<file path="config.mk">
export PLATFORM = sky130hd
export DESIGN_NAME = input_debouncer
export DESIGN_NICKNAME = d
export VERILOG_FILES = /design/src/rtl/input_debouncer.sv
export SDC_FILE = /design/constraint.sdc
export NUM_CORES = 1
export LEC_CHECK = 0
export ABC_AREA = 1
export BUFFER_PORTS_ARGS = -buffer_cell sky130_fd_sc_hd__clkbuf_2
export CAP_MARGIN = 20
export CORE_AREA = 2 2 39 41
export DETAILED_ROUTE_END_ITERATION = 7
export DIE_AREA = 0 0 41 43
export GPL_ROUTABILITY_DRIVEN = 1
export GPL_TIMING_DRIVEN = 0
export PLACE_DENSITY = 0.64
export SKIP_LAST_GASP = 1
export SYNTH_ARGS = -nofsm -noshare
export SYNTH_HDL_FRONTEND = slang
export SYNTH_SLANG_ARGS = --single-unit
</file>
<file path="constraint.sdc">
create_clock -name clock -period 1.6 [get_ports clock]
set_input_delay 0.24 -clock clock [delete_from_list [all_inputs] [get_ports clock]]
set_output_delay 0.24 -clock clock [all_outputs]
set_load 0.01 [all_outputs]
</file>
<file path="src/rtl/input_debouncer.sv">
// Two-flop synchronizer followed by a saturating-count debounce FSM.
// Produces a clean level plus one-cycle rise/fall events.
module input_debouncer #(
    parameter int STABLE_CYCLES = 4,
    parameter int CNT_W         = 4
) (
    input  logic clock,
    input  logic clear,
    input  logic raw_in,
    input  logic enable,
    output logic clean_out,
    output logic rise,
    output logic fall,
    output logic busy
);

    typedef enum logic [1:0] {
        LOW,
        WAIT_HIGH,
        HIGH,
        WAIT_LOW
    } state_t;

    localparam logic [CNT_W-1:0] LAST_COUNT = CNT_W'(STABLE_CYCLES - 1);
    localparam logic [CNT_W-1:0] ONE_COUNT  = CNT_W'(1);

    state_t           state;
    state_t           state_next;
    logic [CNT_W-1:0] count;
    logic [CNT_W-1:0] count_next;
    logic             clean_next;
    logic             rise_next;
    logic             fall_next;
    logic             s1;
    logic             s2;

    // The synchronizer runs regardless of enable so the FSM always sees fresh data.
    always_ff @(posedge clock) begin
        if (clear) begin
            s1 <= 1'b0;
            s2 <= 1'b0;
        end else begin
            s1 <= raw_in;
            s2 <= s1;
        end
    end

    always_ff @(posedge clock) begin
        if (clear) begin
            state     <= LOW;
            count     <= '0;
            clean_out <= 1'b0;
            rise      <= 1'b0;
            fall      <= 1'b0;
        end else begin
            state     <= state_next;
            count     <= count_next;
            clean_out <= clean_next;
            rise      <= rise_next;
            fall      <= fall_next;
        end
    end

    always_comb begin
        state_next = state;
        count_next = count;
        clean_next = clean_out;
        rise_next  = 1'b0;
        fall_next  = 1'b0;
        if (enable) begin
            unique case (state)
                LOW: begin
                    if (s2) begin
                        state_next = WAIT_HIGH;
                        count_next = ONE_COUNT;
                    end else begin
                        count_next = '0;
                    end
                end
                WAIT_HIGH: begin
                    if (!s2) begin
                        state_next = LOW;
                        count_next = '0;
                    end else if (count == LAST_COUNT) begin
                        state_next = HIGH;
                        count_next = '0;
                        clean_next = 1'b1;
                        rise_next  = 1'b1;
                    end else begin
                        count_next = count + ONE_COUNT;
                    end
                end
                HIGH: begin
                    if (!s2) begin
                        state_next = WAIT_LOW;
                        count_next = ONE_COUNT;
                    end else begin
                        count_next = '0;
                    end
                end
                WAIT_LOW: begin
                    if (s2) begin
                        state_next = HIGH;
                        count_next = '0;
                    end else if (count == LAST_COUNT) begin
                        state_next = LOW;
                        count_next = '0;
                        clean_next = 1'b0;
                        fall_next  = 1'b1;
                    end else begin
                        count_next = count + ONE_COUNT;
                    end
                end
                default: begin
                    state_next = LOW;
                    count_next = '0;
                end
            endcase
        end
    end

    assign busy = (state == WAIT_HIGH) || (state == WAIT_LOW);

endmodule

</file>
==> reports/results.ini <==
[placement]
routabilityCongestion=0.7602
pre_cts_ws_ns=0.3209
post-dp-hpwl_microns=749.4
port_buffers=7

[drt]
drtAntennaViolNets=0
drt_first_pass_iters=4
drt_iter0_markers=5
viasPerCell=4.779
routed_wl_microns=995
via_count=497
drc=0
wire_per_inst_microns=9.567

[setup_path]
worst-path-max-fanout=4
worstSetupStartpointType=flop
cp.arrival_ns=1.49
r2r_slack_ns=0.32
crit_path_cell_trace=ha_1, nand2_1, nor2_1, inv_1, nor2_1, o21ai_1, a21oi_1
crit_path_frequent_cell=nor2_1
cp.required_ns=1.81
slowest_stage=dfxtp_1
rr_endpoint=clean_out$_SDFFE_PP0P_
worstSetupEndpointType=flop
ff2ff_path_depth=7
cp_slowest_stage_delay_ns=0.37
reg2reg_from=count[0]$_SDFFE_PP0P_
worstSetupPathType=flop to flop

[global_routing]
grt_pass1_wl_microns=1718
antenna_found_initial=0
grt_pass1_vias=458
globalRouteTotalUtil_pct=14.52
overflow=0
grt_max_degree=9

[power]
comb_power_share_pct=9.7
p_int_mw=0.3955
cellPowerDensity_mw_per_mm2=851.5
p_sw_mw=0.1319
p_total_mw=0.5274
p_seq_share_pct=53.5
peakVddDrop_mv=0.4051
switching_share_pct=25.01
leakagePower_nw=0.2625
p_clk_share_pct=36.8

[finish]
seq_area_sq_um=220.2
n_antenna_cell=0
multi_input_area_sq_um=261.5
fin_nets=94
final_layout_size_suffix_gt1_share_pct=19.32
areaGrowthSynthToFinish_pct=15.12
fill_cells=155

[timing]
finalCriticalPeriod_ns=1.280
worst_pin_slew_ns=0.2358
max_slew_margin_pct=84.28
slew_violations=0
skew_ns=0.004330
finalCritPeriodShare_pct=79.99
fmax_ghz=0.7813
setup_viol=0
rsz0062_at_grt=no
layout_setup_ws_ns=0.3201
finalHoldViolCount=0
fin_setup_tns_ns=0

[clock_tree]
h-tree-depth=1
tritoncts=yes
cts_buffers=3
cts_root_buf=clkbuf_4
ctsHoldBuffers=0
cts_setup_buffers=0
post_cts_resize_count=0
cts_max_path_buffers=2
clk_latency_ns=0.27
cts.clk_slew.worst_paths_ns=0.07
cts_num_sinks=11

[flow_run]
maxCapViolCount=0

[synth]
synth_cell_type_count=19
synth-seq-area-share_pct=40.93
netlist_area_sq_um=538.0
ys_seq_elements=11
netlist_instances=77
yosysWarnings=0
synth.net_count=82
syn_area_per_cell_sq_um=6.987

[die]
io_pins=8
dieArea_sq_mm=0.001763
core_area_sq_mm=0.001384
start_util_pct=38.88
num_rows=14
die_w_microns=41
die_h_microns=43

[hold_path]
whs_endpoint=s1$_SDFF_PP0_
whs_path_depth=3
hold_class=input pin to flop
min-delay-start=raw_in

[status]
outcome=complete, no violations

==> critical path: cells and delay by family (launching register included) <==
kind                       cells  cell delay [ns]
and+or+nand+nor                3             0.35
buffers and inverters          1             0.09
DFF                            1             0.37
AOI/OAI and AO/OA              2             0.19
adders and majority gates      1             0.23
==> state kept, by name, indices dropped and copies added (netlist names), named ones only <==
signal and flops:
clean_out 1, count 4, rise 1, fall 1, state 1, s1 1
s2 1
==> Yosys cell counts <==
cell type	instances	share of area [%]
nor3_1	2	1.9
nand2_1	17	12
xor2_1	1	1.6
o21ai_0	1	0.93
buf_6	1	2.1
nor2_1	9	6.3
nand2_2	1	1.2
dfxtp_1	11	41
clkbuf_1	1	0.70
ha_1	1	2.3
a21oi_1	9	8.4
o21ai_1	1	0.93
nor2_2	2	2.3
nand4_1	2	2.3
nor2_4	1	2.1
nand3_2	1	1.9
nand3_1	5	4.7
inv_1	10	7.0
inv_2	1	0.70
==> logic make-up after synthesis <==
| kind of cell | synth area share, % |
|---|---|
| XOR/XNOR | 1.628 |
| buffers and inverters | 10.46 |
| AND/OR/NAND/NOR | 34.42 |
| flip-flops | 40.93 |
| AO/OA/AOI/OAI | 10.23 |
| adder cells (fa/ha/maj) | 2.325 |
==> placed cells by master, fill, tap and decap left out <==
cell type | synthesis | routed
a21oi_1 | 9 | 9
ha_1 | 1 | 1
xor2_1 | 1 | 1
o21ai_0 | 1 | 1
o21ai_1 | 1 | 1
nand2_2 | 1 | 1
nor2_2 | 2 | 2
nand2_1 | 17 | 17
clkbuf_4 | 0 | 3
nand4_1 | 2 | 2
clkbuf_1 | 1 | 2
nand3_2 | 1 | 1
nor2_1 | 9 | 9
nor3_1 | 2 | 2
clkbuf_2 | 0 | 7
dfxtp_1 | 11 | 11
buf_6 | 1 | 1
inv_1 | 10 | 10
nor2_4 | 1 | 1
nand3_1 | 5 | 5
inv_2 | 1 | 1
==> power by group through the flow <==
stage                     sequential (mW)  clock, mW  combinational (mW)
after floorplan                     0.288          0              0.0372
after global placement              0.289          0              0.0510
after detailed placement            0.289          0              0.0512
after CTS                           0.282      0.200              0.0517
after global routing                0.283      0.218              0.0578
final                               0.282      0.194              0.0511
==> through the flow <==
step	utilization (%)	hold WS (ns)	std cells	instance area, sq um
6_report	44.76	0.1463	104	619.3
2_1_floorplan	-	0.3091	77	538.0
5_1_grt	44.76	0.1498	104	619.3
3_3_place_gp	42.86	0.3904	100	593.1
4_1_cts	44.76	0.1455	104	619.3
3_5_place_dp	42.86	0.3966	100	593.1
==> worst max path at each step <==
stage	slack [ns]	from	cells past startpoint	to
after floorplan	0.49	count[0]$_SDFFE_PP0P_	9	flop
after global placement	0.35	count[0]$_SDFFE_PP0P_	7	clean_out$_SDFFE_PP0P_
after detailed placement	0.32	count[0]$_SDFFE_PP0P_	7	clean_out$_SDFFE_PP0P_
after CTS	0.31	count[0]$_SDFFE_PP0P_	7	clean_out$_SDFFE_PP0P_
after global routing	0.11	count[0]$_SDFFE_PP0P_	7	clean_out$_SDFFE_PP0P_
final	0.32	count[0]$_SDFFE_PP0P_	7	clean_out$_SDFFE_PP0P_
==> layer usage <==
metal / wire length, microns / vias to the layer above / part of all wire [%] / global-route usage, %
met5: 0 / - / 0 / 0
met4: 38 / 0 / 3.8 / 12.00
met3: 36 / 5 / 3.6 / 3.141
met2: 450 / 10 / 45 / 20.63
met1: 471 / 218 / 47 / 17.59
li1: - / 264 / - / -
==> layout make-up <==
class | count | share of cell area, %
buffer | 2 | 2.424
multi-input combinational | 53 | 42.22
clock buffer | 4 | 4.242
sequential | 11 | 35.56
inverter | 11 | 6.667
timing repair buffer | 7 | 5.657
tap | 16 | 3.232
No activity file was read; power rests on OpenSTA's default activity.
